--- src/rtl/axi_lite_bus_arbiter_pkg.sv ---
// Shared constants for the two-master AXI4-lite arbiter: grant codes, FSM states, response codes.
// Latency: n/a (declarations only).
// Backpressure: n/a (declarations only).
package axi_lite_bus_arbiter_pkg;

    localparam int NUM_ARB_MASTERS = 2;

    // One-hot grant encodings; bit index equals master index
    localparam logic [1:0] GRANT_NONE    = 2'b00;
    localparam logic [1:0] IFU_GRANT     = 2'b01;
    localparam logic [1:0] DATAMEM_GRANT = 2'b10;

    typedef enum logic [2:0] {
        ARB_IDLE    = 3'd0,
        ARB_RD_ADDR = 3'd1,
        ARB_RD_DATA = 3'd2,
        ARB_WR_ADDR = 3'd3,
        ARB_WR_RESP = 3'd4
    } arb_state_t;

    // AXI response codes; the arbiter passes these through untouched
    localparam logic [1:0] AXI_RESP_OKAY   = 2'b00;
    localparam logic [1:0] AXI_RESP_EXSLV  = 2'b01;
    localparam logic [1:0] AXI_RESP_SLVERR = 2'b10;
    localparam logic [1:0] AXI_RESP_DECERR = 2'b11;

endpackage

--- src/rtl/axi_lite_arb_pick.sv ---
// Combinational winner selection between IFU (master 0) and LSU (master 1); YSYX_ARB_ROUND_ROBIN_EN enables alternation on ties.
// Latency: zero cycles, pure combinational.
// Backpressure: none; the caller only samples the result while idle.
module axi_lite_arb_pick
    import axi_lite_bus_arbiter_pkg::*;
(
    input  logic [NUM_ARB_MASTERS-1:0] req,
`ifdef YSYX_ARB_ROUND_ROBIN_EN
    input  logic                       last_owner,
`endif
    output logic [1:0]                 win
);

    // Pick a one-hot winner; ties go to the LSU unless round-robin says the LSU had the bus last
    always_comb begin
        win = GRANT_NONE;
        if (req[1] && req[0]) begin
`ifdef YSYX_ARB_ROUND_ROBIN_EN
            win = last_owner ? IFU_GRANT : DATAMEM_GRANT;
`else
            win = DATAMEM_GRANT;
`endif
        end else if (req[1]) begin
            win = DATAMEM_GRANT;
        end else if (req[0]) begin
            win = IFU_GRANT;
        end
    end

endmodule

--- src/rtl/axi_lite_bus_arbiter.sv ---
// Two-master (IFU, LSU) to one-slave AXI4-lite arbiter holding the grant for one whole transaction; macro YSYX_ARB_ROUND_ROBIN_EN selects round-robin ties.
// Latency: slave sees valid one cycle after the master raises its request; routing is combinational off the registered grant.
// Backpressure: slave ready/valid pass straight to the granted master; the other master sees all ready/valid at 0.
module axi_lite_bus_arbiter
    import axi_lite_bus_arbiter_pkg::*;
#(
    parameter int DATA_WIDTH = 32,
    parameter int RESP_WIDTH = 2,
    parameter int STRB_WIDTH = 4
) (
    input  logic                  clk,
    input  logic                  resetn,
    // master 0: instruction fetch
    input  logic [DATA_WIDTH-1:0] m0_araddr,
    input  logic                  m0_arvalid,
    output logic                  m0_arready,
    output logic [DATA_WIDTH-1:0] m0_rdata,
    output logic [RESP_WIDTH-1:0] m0_rresp,
    output logic                  m0_rvalid,
    input  logic                  m0_rready,
    input  logic [DATA_WIDTH-1:0] m0_awaddr,
    input  logic                  m0_awvalid,
    output logic                  m0_awready,
    input  logic [DATA_WIDTH-1:0] m0_wdata,
    input  logic [STRB_WIDTH-1:0] m0_wstrb,
    input  logic                  m0_wvalid,
    output logic                  m0_wready,
    output logic [RESP_WIDTH-1:0] m0_bresp,
    output logic                  m0_bvalid,
    input  logic                  m0_bready,
    // master 1: load/store unit
    input  logic [DATA_WIDTH-1:0] m1_araddr,
    input  logic                  m1_arvalid,
    output logic                  m1_arready,
    output logic [DATA_WIDTH-1:0] m1_rdata,
    output logic [RESP_WIDTH-1:0] m1_rresp,
    output logic                  m1_rvalid,
    input  logic                  m1_rready,
    input  logic [DATA_WIDTH-1:0] m1_awaddr,
    input  logic                  m1_awvalid,
    output logic                  m1_awready,
    input  logic [DATA_WIDTH-1:0] m1_wdata,
    input  logic [STRB_WIDTH-1:0] m1_wstrb,
    input  logic                  m1_wvalid,
    output logic                  m1_wready,
    output logic [RESP_WIDTH-1:0] m1_bresp,
    output logic                  m1_bvalid,
    input  logic                  m1_bready,
    // shared slave side
    output logic [DATA_WIDTH-1:0] s_araddr,
    output logic                  s_arvalid,
    input  logic                  s_arready,
    input  logic [DATA_WIDTH-1:0] s_rdata,
    input  logic [RESP_WIDTH-1:0] s_rresp,
    input  logic                  s_rvalid,
    output logic                  s_rready,
    output logic [DATA_WIDTH-1:0] s_awaddr,
    output logic                  s_awvalid,
    input  logic                  s_awready,
    output logic [DATA_WIDTH-1:0] s_wdata,
    output logic [STRB_WIDTH-1:0] s_wstrb,
    output logic                  s_wvalid,
    input  logic                  s_wready,
    input  logic [RESP_WIDTH-1:0] s_bresp,
    input  logic                  s_bvalid,
    output logic                  s_bready,
    output logic [1:0]            grant
);

    arb_state_t                    state;
    logic                          aw_done;
    logic                          w_done;
    logic [NUM_ARB_MASTERS-1:0]    req;
    logic [1:0]                    win;
    logic                          win_arvalid;
    logic                          aw_hs;
    logic                          w_hs;
`ifdef YSYX_ARB_ROUND_ROBIN_EN
    logic                          last_owner;
`endif

    // Signals of whichever master currently owns the bus (zero when nobody does)
    logic [DATA_WIDTH-1:0] own_araddr;
    logic                  own_arvalid;
    logic                  own_rready;
    logic [DATA_WIDTH-1:0] own_awaddr;
    logic                  own_awvalid;
    logic [DATA_WIDTH-1:0] own_wdata;
    logic [STRB_WIDTH-1:0] own_wstrb;
    logic                  own_wvalid;
    logic                  own_bready;

    assign req         = {m1_arvalid | m1_awvalid, m0_arvalid | m0_awvalid};
    assign win_arvalid = win[1] ? m1_arvalid : m0_arvalid;
    assign aw_hs       = s_awvalid && s_awready;
    assign w_hs        = s_wvalid && s_wready;

    axi_lite_arb_pick u_pick (
        .req        (req),
`ifdef YSYX_ARB_ROUND_ROBIN_EN
        .last_owner (last_owner),
`endif
        .win        (win)
    );

    // Transaction FSM: grant is captured in IDLE and held until the final response handshake
    always_ff @(posedge clk) begin
        if (!resetn) begin
            state      <= ARB_IDLE;
            grant      <= GRANT_NONE;
            aw_done    <= 1'b0;
            w_done     <= 1'b0;
`ifdef YSYX_ARB_ROUND_ROBIN_EN
            last_owner <= 1'b0;
`endif
        end else begin
            case (state)
                ARB_IDLE: begin
                    if (win != GRANT_NONE) begin
                        grant   <= win;
                        aw_done <= 1'b0;
                        w_done  <= 1'b0;
                        // a master asking for both gets its read serviced first
                        state   <= win_arvalid ? ARB_RD_ADDR : ARB_WR_ADDR;
                    end
                end
                ARB_RD_ADDR: begin
                    if (s_arvalid && s_arready) begin
                        state <= ARB_RD_DATA;
                    end
                end
                ARB_RD_DATA: begin
                    if (s_rvalid && s_rready) begin
                        grant <= GRANT_NONE;
                        state <= ARB_IDLE;
`ifdef YSYX_ARB_ROUND_ROBIN_EN
                        last_owner <= grant[1];
`endif
                    end
                end
                ARB_WR_ADDR: begin
                    if (aw_hs) begin
                        aw_done <= 1'b1;
                    end
                    if (w_hs) begin
                        w_done <= 1'b1;
                    end
                    if ((aw_done || aw_hs) && (w_done || w_hs)) begin
                        state <= ARB_WR_RESP;
                    end
                end
                ARB_WR_RESP: begin
                    if (s_bvalid && s_bready) begin
                        grant   <= GRANT_NONE;
                        aw_done <= 1'b0;
                        w_done  <= 1'b0;
                        state   <= ARB_IDLE;
`ifdef YSYX_ARB_ROUND_ROBIN_EN
                        last_owner <= grant[1];
`endif
                    end
                end
                default: begin
                    state <= ARB_IDLE;
                    grant <= GRANT_NONE;
                end
            endcase
        end
    end

    // Select the owning master's request-side signals from the registered grant
    always_comb begin
        own_araddr  = '0;
        own_arvalid = 1'b0;
        own_rready  = 1'b0;
        own_awaddr  = '0;
        own_awvalid = 1'b0;
        own_wdata   = '0;
        own_wstrb   = '0;
        own_wvalid  = 1'b0;
        own_bready  = 1'b0;
        if (grant == DATAMEM_GRANT) begin
            own_araddr  = m1_araddr;
            own_arvalid = m1_arvalid;
            own_rready  = m1_rready;
            own_awaddr  = m1_awaddr;
            own_awvalid = m1_awvalid;
            own_wdata   = m1_wdata;
            own_wstrb   = m1_wstrb;
            own_wvalid  = m1_wvalid;
            own_bready  = m1_bready;
        end else if (grant == IFU_GRANT) begin
            own_araddr  = m0_araddr;
            own_arvalid = m0_arvalid;
            own_rready  = m0_rready;
            own_awaddr  = m0_awaddr;
            own_awvalid = m0_awvalid;
            own_wdata   = m0_wdata;
            own_wstrb   = m0_wstrb;
            own_wvalid  = m0_wvalid;
            own_bready  = m0_bready;
        end
    end

    // Drive the slave; each handshake signal is only live in the phase that owns it
    always_comb begin
        s_araddr  = own_araddr;
        s_awaddr  = own_awaddr;
        s_wdata   = own_wdata;
        s_wstrb   = own_wstrb;
        s_arvalid = (state == ARB_RD_ADDR) && own_arvalid;
        s_rready  = (state == ARB_RD_DATA) && own_rready;
        // once AW or W has handshaken its valid is hidden so the slave never sees it twice
        s_awvalid = (state == ARB_WR_ADDR) && !aw_done && own_awvalid;
        s_wvalid  = (state == ARB_WR_ADDR) && !w_done && own_wvalid;
        s_bready  = (state == ARB_WR_RESP) && own_bready;
    end

    // Return slave responses to the owning master only; the other master sees zeros
    always_comb begin
        m0_arready = grant[0] && (state == ARB_RD_ADDR) && s_arready;
        m0_rvalid  = grant[0] && (state == ARB_RD_DATA) && s_rvalid;
        m0_rdata   = grant[0] ? s_rdata : '0;
        m0_rresp   = grant[0] ? s_rresp : '0;
        m0_awready = grant[0] && (state == ARB_WR_ADDR) && !aw_done && s_awready;
        m0_wready  = grant[0] && (state == ARB_WR_ADDR) && !w_done && s_wready;
        m0_bvalid  = grant[0] && (state == ARB_WR_RESP) && s_bvalid;
        m0_bresp   = grant[0] ? s_bresp : '0;

        m1_arready = grant[1] && (state == ARB_RD_ADDR) && s_arready;
        m1_rvalid  = grant[1] && (state == ARB_RD_DATA) && s_rvalid;
        m1_rdata   = grant[1] ? s_rdata : '0;
        m1_rresp   = grant[1] ? s_rresp : '0;
        m1_awready = grant[1] && (state == ARB_WR_ADDR) && !aw_done && s_awready;
        m1_wready  = grant[1] && (state == ARB_WR_ADDR) && !w_done && s_wready;
        m1_bvalid  = grant[1] && (state == ARB_WR_RESP) && s_bvalid;
        m1_bresp   = grant[1] ? s_bresp : '0;
    end

endmodule

--- config.mk ---
export PLATFORM = sky130hd
export DESIGN_NAME = axi_lite_bus_arbiter
export DESIGN_NICKNAME = d
export VERILOG_FILES = /design/src/rtl/axi_lite_bus_arbiter_pkg.sv /design/src/rtl/axi_lite_arb_pick.sv /design/src/rtl/axi_lite_bus_arbiter.sv
export SDC_FILE = /design/constraint.sdc
export NUM_CORES = 1
export LEC_CHECK = 0
export CORE_AREA = 2 2 170 172
export CTS_BUF_LIST = sky130_fd_sc_hd__clkbuf_4
export DETAILED_ROUTE_END_ITERATION = 12
export DIE_AREA = 0 0 172 174
export GPL_TIMING_DRIVEN = 0
export HOLD_SLACK_MARGIN = 0.02
export PLACE_DENSITY = 0.48
export SETUP_SLACK_MARGIN = 0.02
export SLEW_MARGIN = 20
export SYNTH_ARGS = -nofsm -noshare
export SYNTH_HDL_FRONTEND = slang
export SYNTH_SLANG_ARGS = --single-unit
export TNS_END_PERCENT = 100
--- constraint.sdc ---
create_clock -name clk -period 1.4 [get_ports clk]
set_input_delay 0.28 -clock clk [delete_from_list [all_inputs] [get_ports clk]]
set_output_delay 0.28 -clock clk [all_outputs]
set_load 0.005 [all_outputs]
After elaboration in Yosys (flattened, before gate mapping)
Index checks and enable logic that the tools add are counted.

Output and inout bits: 189. Register bits after elaboration: 7. Bits of input ports: 253.

Equality and inequality tests: 13. Reduce and logical (&&, ||, !) cells: 48. Bitwise operators: 3. Muxes and demuxes: 45.

Operators with widths (count): 32-bit two-way mux (8); 1-bit logical AND (36); 2-bit two-way mux (10); 1-bit two-way mux (16); 3-bit two-way mux (5); 3-bit case mux with 5 select lines (1); 2-bit inequality test (second input constant) (7); 4-bit AND reduction (3); 4-bit two-way mux (2); 2-bit case mux with 4 select lines (1); 3-bit by 2-bit equality test with 1-bit output (second input constant) (2); 1-bit case mux with 3 select lines (2); 5-bit AND reduction (1); 3-bit by 1-bit equality test with 1-bit output (second input constant) (1); 3-bit equality test (second input constant) (1); 3-bit logical NOT (1); 3-bit nonzero test (1); 2-bit by 1-bit equality test with 1-bit output (second input constant) (1); 2-bit equality test (second input constant) (1); 1-bit logical NOT (2); 1-bit logical OR (2); 1-bit bitwise OR (2); 2-bit nonzero test (1); 2-bit OR reduction (1); 1-bit inverter (1).

Depth between registers and ports, before layout
Gate-level depths: netlist (run 1).

Word-level depth: 9. Depth in mapped cells: 6. Depth with buffers taken out: 5.

Hierarchy
Synthesis (run 1) repeated with hierarchy kept, for this count alone.

Cells, all modules: 295. Area, all modules: 2180.8 sq um.

Modules (own cells, without submodules): axi_lite_bus_arbiter (cells each 293, area each 2170.8 sq um, instances 1); axi_lite_arb_pick (cells each 2, area each 10.0 sq um, instances 1).

Worst setup path before layout (run 1)
No wires, ideal clock.

Kind: register to output. Start: register grant[1]. End: output port s_araddr[0]. Path buffers: 2. Cell stages (with the launch flop): 5. Data arrival time: 1.296 ns. Path slack: -0.176 ns. Required time: 1.120 ns. Cell sequence: dfxtp_1 and2b_2 clkbuf_1 clkbuf_1 a22o_1.

Longest elaborated chain between the ends: 3. Elaborated cells between the ends (all ways): 4. Classes of those cells: 2 x eq/ne; 2 x mux.

RTL lines: start, declared (line axi_lite_bus_arbiter.sv:67) `output logic [1:0] grant`; start signal, assigned (line axi_lite_bus_arbiter.sv:120) `grant <= win;`; 2-bit by 1-bit equality test with 1-bit output (line axi_lite_bus_arbiter.sv:192) `end else if (grant == IFU_GRANT) begin`; 32-bit two-way mux (line axi_lite_bus_arbiter.sv:192); 32-bit two-way mux * (line axi_lite_bus_arbiter.sv:182) `if (grant == DATAMEM_GRANT) begin`; end, declared (line axi_lite_bus_arbiter.sv:50) `output logic [DATA_WIDTH-1:0] s_araddr,`.

Mark *: on every way between the ends. The rest lies on a longest branch, timed or not.

Worst setup path in the final report (run 1)
Start: register grant[1]. End: output port s_araddr[26].

Same word-level chain as after synthesis.

==> results.sh, run 1 <==
export IMPL_run_status="complete, but fails checks"
export IMPL_violated_checks="negative setup slack"
export IMPL_design_die_area_sq_mm=0.0299
export IMPL_grt_first_pass_wirelength_um=26700
export IMPL_synthFlopType="dfxtp_1"
export IMPL_min_path_cells=1
export IMPL_place_gp_congestion=0.754
export IMPL_crit_required_ns=1.12
export IMPL_crit_slowest_cell="dfxtp_4"
export IMPL_drt_antenna_violating_nets=0
export IMPL_first_global_vias=4441
export IMPL_worst_path_dominant_cell_family="buffers and inverters"
export IMPL_timing_final_setup_violations=193
export IMPL_port_buffers=441
export IMPL_layout_drive_gt1_share_pct=40.0
export IMPL_floorplan_initialDensity_pct=7.26
export IMPL_holdCritPathClass="register to register"
export IMPL_cts_reportedPaths_clkPinSlew_ns=0.06
export IMPL_vdd_ir_drop_worst_mv=0.417
export IMPL_drc=0
export IMPL_finalMaxSlewViolations=0
export IMPL_grt_start_max_net_pins=11
export IMPL_initial_antenna_violation_count=2
export IMPL_die_width_um=172
export IMPL_drt_vias_per_instance=3.70
export IMPL_crit_path_max_fanout=8
export IMPL_syn_avg_cell_area_sq_um=7.27
export IMPL_power_per_cell_area_mw_per_mm2=898
export IMPL_stdcell_area_sq_mm=0.00799
export IMPL_max_freq_mhz=502
export IMPL_min_delay_endpoint="w_done"
export IMPL_final_min_period_over_clock_period_pct=142
export IMPL_critPathCaptureType="output port"
export IMPL_worst_r2r_cell_count=6
export IMPL_mappedNetlistNets=535
export IMPL_route_final_wire_length_um=19900
export IMPL_period_needed_ns=1.99
export IMPL_finClkSkew_ns=0.0133
export IMPL_clkLatencyLatePin_ns=0.26
export IMPL_worst_slew_margin_rel_pct=68.4
export IMPL_worst_ep_arrival_time_ns=1.71
export IMPL_synth_seq_cells=7
export IMPL_layout_nets=1062
export IMPL_sinks_on_clock_net=7
export IMPL_area_growth_synth_to_final_pct=290
export IMPL_fp_dieH_um=174
export IMPL_routedWlPerCell_um=16.7
export IMPL_dp_cells=1107
export IMPL_crit_path_cell_trace="and2b_4, clkbuf_16, clkbuf_16, buf_6, a22o_1, buf_2"
export IMPL_worstReg2RegEnd="state[1]"
export IMPL_register_area_sq_um=159
export IMPL_layoutNonFillerInstCount=1194
export IMPL_timing_rr_start="grant[1]"
export IMPL_synth_cell_type_count=33
export IMPL_dp_final_hpwl_um=15500
export IMPL_cap_viol_max_count=0
export IMPL_cts_hold_repair_buffers=0
export IMPL_clockRootBuffer="clkbuf_4"
export IMPL_synth_yosys_warnings=0
export IMPL_clock_path_buffers=2
export IMPL_std_cell_rows=62
export IMPL_criticalPathCategory="register to output port"
export IMPL_syn_cell_area_sq_mm=0.00205
export IMPL_setup_slack_reg_to_reg_ns=-0.54
export IMPL_synth_yosys_seq_area_share_pct=6.84
export IMPL_worst_pin_slew_ns=0.474
export IMPL_synthCells=282
export IMPL_leakagePower_nw=3.71
export IMPL_gr_usage_all_layers_pct=11.7
export IMPL_grt_setup_unrepaired="true"
export IMPL_cts_inserted_buffers=3
export IMPL_final_worst_slack_ns=-0.590
export IMPL_h_tree_depth=1
export IMPL_gr_total_overflow=0
export IMPL_hold_viol=0
export IMPL_ios=442
export IMPL_final_fill_count=3084
export IMPL_placement_cell_area_sq_mm=0.00710
export IMPL_worstPathBufferInverterCount=4
export IMPL_total_number_of_vias=4412
export IMPL_timing_critical_path_slowest_cell_delay_ns=0.35
export IMPL_cts_tree="yes"
export IMPL_footprint_of_the_multi_input_gates_sq_mm=0.00200
export IMPL_startpoint_type="register"
export IMPL_first_pass_iters=4
export IMPL_synth_enable_flop_cells=0
export IMPL_design_core_area_sq_mm=0.0282
export IMPL_asyncSetResetFlopFracSynth_pct=0
export IMPL_number_of_drc_markers_in_iteration_0=127
export IMPL_path_common_cell="clkbuf_16"
export IMPL_hold_start="w_done"
==> registers in the layout (all words and copies together), names as in the netlist <==
register  count
state         3
grant         2
w_done        1
aw_done       1
==> kinds of logic (layout without fill, tap and decap cells) <==
kind of cell | Yosys count | in the layout | share of synthesized area [%]
compound gates | 120 | 120 | 50.9
other cells | 0 | 2 | 0
mux | 2 | 2 | 0.977
flops | 7 | 7 | 6.84
buf+inv | 36 | 562 | 6.78
simple gates | 117 | 117 | 34.5
==> synth_stat cells, types with 2 or more instances <==
master | instances | share of area (%)
and3_1 | 8 | 2.4
nand4b_1 | 2 | 0.85
inv_1 | 3 | 0.55
nand3b_1 | 4 | 1.5
dfxtp_1 | 7 | 6.8
buf_2 | 3 | 0.73
nand2b_1 | 2 | 0.61
o21a_1 | 3 | 1.1
a22oi_1 | 3 | 1.1
nand2_1 | 5 | 0.92
nor3_1 | 4 | 0.98
nor2_1 | 9 | 1.6
o21ai_0 | 3 | 0.73
a22o_1 | 101 | 43
and4_1 | 2 | 0.85
a21oi_1 | 2 | 0.49
nand3_1 | 4 | 0.98
mux2i_1 | 2 | 0.98
and2_1 | 73 | 22
buf_1 | 2 | 0.37
clkbuf_1 | 28 | 5.1
==> routing by layer <==
metal | track usage (%) | part of all wire (%) | up-vias
li1 | - | - | 2142
met2 | 23.2 | 52 | 250
met4 | 1.86 | 2.1 | 0
met1 | 12.3 | 37 | 2000
met5 | 0 | 0 | -
met3 | 3.19 | 8.9 | 20
==> stage by stage <==
step / hold slack, ns / TNS [ns] / worst slack (ns) / power, mW / utilization [%]
5_1_grt: 0.526 / -86.72 / -0.640 / 7.68 / 28.3
4_1_cts: 0.516 / -88.81 / -0.608 / 6.71 / 26.9
2_1_floorplan: 0.419 / -0.312 / -0.116 / 2.36 / -
6_report: 0.519 / -74.38 / -0.590 / 7.18 / 28.3
3_3_place_gp: 0.453 / -136.43 / -1.07 / 5.84 / 25.1
3_5_place_dp: 0.467 / -133.37 / -1.05 / 5.78 / 25.1
==> placed cells by master, fill, tap and decap left out, types with 2 or more instances in the layout <==
| cell | n |
|---|---|
| buf_4 | 36 |
| dlymetal6s2s_1 | 5 |
| diode_2 | 2 |
| buf_12 | 3 |
| mux2i_1 | 2 |
| buf_2 | 109 |
| dfxtp_4 | 5 |
| clkbuf_4 | 4 |
| nand3b_1 | 4 |
| a22o_1 | 101 |
| nor3_4 | 2 |
| and4_1 | 2 |
| buf_6 | 41 |
| clkbuf_2 | 31 |
| clkdlybuf4s50_1 | 271 |
| and2_1 | 61 |
| nor2_4 | 4 |
| buf_8 | 22 |
| clkbuf_16 | 21 |
| a22oi_2 | 2 |
| inv_1 | 3 |
| and3_1 | 5 |
| o21ai_0 | 2 |
| nand4b_1 | 2 |
| and3_4 | 3 |
| dfxtp_1 | 2 |
| nand3_2 | 2 |
| and2b_4 | 2 |
| dlygate4sd2_1 | 7 |
| nand2b_4 | 2 |
| nor3_1 | 2 |
| o21a_1 | 3 |
| clkdlybuf4s15_1 | 2 |
| clkbuf_8 | 4 |
| nand2_1 | 4 |
| and2_4 | 12 |
| nor2_2 | 3 |
| nor2_1 | 2 |
==> power breakdown <==
group	switching [mW]	total [mW]	leakage (nW)	internal, mW
combinational	2.55	6.66	3.64	4.11
sequential	0.0669	0.332	0.0606	0.265
clock	0.0821	0.187	0.0177	0.105
total	2.70	7.18	3.71	4.48
==> layout make-up <==
class / instances / share of cell area (%)
antenna: 2 / 0.0626
buffer: 30 / 7.30
clock buffer: 3 / 0.282
clock inverter: 1 / 0.0626
inverter: 3 / 0.141
multi-input combinational: 239 / 25.1
sequential: 7 / 1.99
tap: 384 / 6.01
timing repair buffer: 525 / 59.1
==> what timing repair did <==
action / in CTS / in global routing
cloned: 10 / 5
buffers inserted: 45 / 33
pin swaps: 44 / 49
setup endpoints to repair: 196 / 196
resized for setup: 584 / 190
==> worst max-delay path by stage <==
stage | start | end | slack, ns | cells after the start
5_1_grt | grant[1] | s_araddr[26] | -0.64 | 6
2_1_floorplan | grant[1] | state[0] | -0.12 | 6
6_report | grant[1] | s_araddr[26] | -0.59 | 6
3_3_place_gp | grant[0] | s_araddr[26] | -1.07 | 5
4_1_cts | grant[1] | s_araddr[26] | -0.61 | 6
3_5_place_dp | grant[0] | s_wdata[16] | -1.05 | 5
Note: power is estimated with default switching activity, not from simulation.
==> run 2: changes to the inputs <==
Settings changed: CORE_AREA 2 2 170 172 to 2 2 171 173, DIE_AREA 0 0 172 174 to 0 0 173 175, PLACE_DENSITY 0.48 to 0.46.
Clock period 1.4 ns to 2.3 ns, I/O delays scaled along.
==> run 2 against run 1 <==
  * The flow now finishes without violations
  * Clock power fell by 39%
  * Routed wire length rose by 3.0%
  * Critical path depth did not move
  * Non-clock buffer count fell by 59
  * Worst setup slack improved by 0.61 ns
  * Final area fell by 5.6%
  * Global-route usage rose by 0.61 points
  * Utilization fell by 1.7 points
  * Clock-buffer cell count did not move
  * Die area rose by 1.2%
  * Sequential power fell by 42%
  * Sequential share of layout area barely moved
  * Largest power group unchanged
==> results.sh, run 2 (synthesis gave the netlist of run 1 again) <==
export IMPL_reg_largest_list="state (3), grant (2)"
export IMPL_sinks_on_clock_net=7
export IMPL_layout_drive_gt1_share_pct=13.6
export IMPL_run_status="finished, final reports clean"
export IMPL_period_needed_ns=2.28
export IMPL_std_cell_rows=62
export IMPL_highest_count_cells_in_the_layout_ignoring_fill_and_taps="clkdlybuf4s50_1, a22o_1, and2_1"
export IMPL_timing_final_setup_violations=0
export IMPL_crit_slowest_cell="dfxtp_4"
export IMPL_p_sw_share_pct=38.7
export IMPL_h_tree_depth=1
export IMPL_worst_slew_margin_rel_pct=74.7
export IMPL_dp_final_hpwl_um=17600
export IMPL_layoutNonFillerInstCount=1133
export IMPL_crit_required_ns=1.84
export IMPL_final_fill_count=3102
export IMPL_flip_flop_count_of_the_largest_register_after_layout=3
export IMPL_finClkSkew_ns=0.00389
export IMPL_switching_power_mw=1.52
export IMPL_design_core_area_sq_mm=0.0284
export IMPL_wl_met1_um=8550
export IMPL_fp_dieH_um=175
export IMPL_max_freq_mhz=439
export IMPL_clkLatencyLatePin_ns=0.25
export IMPL_total_number_of_vias=4099
export IMPL_floorplan_initialDensity_pct=7.22
export IMPL_criticalPathCategory="register to output port"
export IMPL_comb_power_share_pct=92.2
export IMPL_hold_viol=0
export IMPL_grt_setup_unrepaired="true"
export IMPL_leakagePower_nw=3.25
export IMPL_area_growth_synth_to_final_pct=268
export IMPL_initial_antenna_violation_count=1
export IMPL_grt_start_max_net_pins=11
export IMPL_crit_path_cell_trace="and2b_4, clkbuf_16, buf_4, clkbuf_8, a22o_1, clkdlybuf4s15_1"
export IMPL_routedWlPerCell_um=18.1
export IMPL_post_layout_total_power_mw=3.93
export IMPL_finalMaxSlewViolations=0
export IMPL_clock_path_buffers=2
export IMPL_route_final_wire_length_um=20500
export IMPL_place_gp_congestion=0.772
export IMPL_design_die_area_sq_mm=0.0303
export IMPL_startpoint_type="register"
export IMPL_maxUsedRoutingLayer="met5"
export IMPL_seq_power_share_pct=4.9
export IMPL_gr_total_overflow=0
export IMPL_met2WireLength_um=10200
export IMPL_crit_path_max_fanout=10
export IMPL_cts_inserted_buffers=3
export IMPL_cap_viol_max_count=0
export IMPL_power_per_cell_area_mw_per_mm2=521
export IMPL_internal_power_mw=2.41
export IMPL_worst_pin_slew_ns=0.379
export IMPL_gr_usage_all_layers_pct=12.3
export IMPL_drc=0
export IMPL_ios=442
export IMPL_top_register="state"
export IMPL_first_pass_iters=5
export IMPL_timing_critical_path_slowest_cell_delay_ns=0.35
export IMPL_critPathCaptureType="output port"
export IMPL_tns_ns=0
export IMPL_insertedDiodeCount=0
export IMPL_final_hold_worst_slack_ns=0.524
export IMPL_clockRootBuffer="clkbuf_4"
export IMPL_layout_nets=1003
export IMPL_cts_tree="yes"
export IMPL_vdd_ir_drop_worst_mv=0.193
export IMPL_die_width_um=173
export IMPL_drt_vias_per_instance=3.62
export IMPL_number_of_drc_markers_in_iteration_0=141
export IMPL_met3RoutedLength_um=1640
export IMPL_grt_first_pass_wirelength_um=28300
export IMPL_worst_ep_arrival_time_ns=1.82
export IMPL_final_common_cell="clkdlybuf4s50_1"
export IMPL_holdCritPathClass="register to register"
export IMPL_first_global_vias=4118
export IMPL_final_min_period_over_clock_period_pct=99.0
export IMPL_drt_antenna_violating_nets=0
export IMPL_power_frac_clock_pct=2.9
export IMPL_dp_cells=1107
export IMPL_port_buffers=441
export IMPL_cts_reportedPaths_clkPinSlew_ns=0.06
-- run 2: changes by cell type in the layout (fill, tap and decap cells not counted), moves of 5 or more --
cell             before  now
a22o_1              101   96
a22o_4                0    5
and2_1               61   73
and2_4               12    0
buf_2               109    2
buf_4                36   17
buf_6                41    5
buf_8                22    2
clkbuf_16            21   15
clkdlybuf4s15_1       2   34
clkdlybuf4s50_1     271  343
dlygate4sd2_1         7   30
-- run 2: area by class of cell --
class / count / area (sq um) / area share (%)
plain buffers: 33 / 517 / 6.85
repair buffers: 463 / 4500 / 59.7
flip-flops and latches: 7 / 149 / 1.97
clock inverters: 1 / 5.00 / 0.0664
well taps: 384 / 480 / 6.37
multi-input cells: 239 / 1850 / 24.6
clock buffers: 3 / 22.5 / 0.299
inverters: 3 / 11.3 / 0.149
-- run 2: critical path, delay by kind of cell (launching register included) --
family,cells,cell delay (ns)
buffers and inverters,4,0.70
AO/OA/AOI/OAI,1,0.19
flip-flops,1,0.35
AND/OR/NAND/NOR,1,0.30
-- run 2: worst paths after layout --
kind,start,endpoint,slack [ns],cells after the start
max,grant[1],s_wdata[29],0.02,6
min,w_done,w_done,0.52,1
max reg2reg,grant[1],state[1],0.31,8
min reg2reg,w_done,w_done,0.52,1
-- run 2: repair_timing --
action / CTS / global route
buffers inserted: 6 / 14
setup endpoints to repair: 183 / 58
resized for setup: 199 / 106
hold buffers: 0 / 0
pin swaps: 7 / 6
gates cloned: 2 / 0
-- run 2: routing by layer --
| layer | GRT usage [%] | vias to the layer above |
|---|---|---|
| met1 | 14.9 | 1857 |
| li1 | - | 2010 |
| met5 | 0 | - |
| met3 | 3.44 | 14 |
| met2 | 22.3 | 216 |
| met4 | 1.24 | 2 |
-- run 2: metrics by stage --
stage	utilization, %	instance area (sq um)	worst slack (ns)
2_1_floorplan	-	2050	0.544
3_3_place_gp	24.5	6940	-0.815
3_5_place_dp	24.5	6940	-0.815
4_1_cts	26.1	7400	-0.112
5_1_grt	26.6	7540	-0.0509
6_report	26.6	7540	0.0234
-- run 2: power by group through the flow --
stage	Clock [mW]	Sequential (mW)	Combinational (mW)
final	0.114	0.192	3.62
after global routing	0.125	0.200	3.87
after CTS	0.119	0.184	3.56
after detailed placement	0	0.180	3.34
after global placement	0	0.181	3.36
after floorplan	0	0.171	1.17
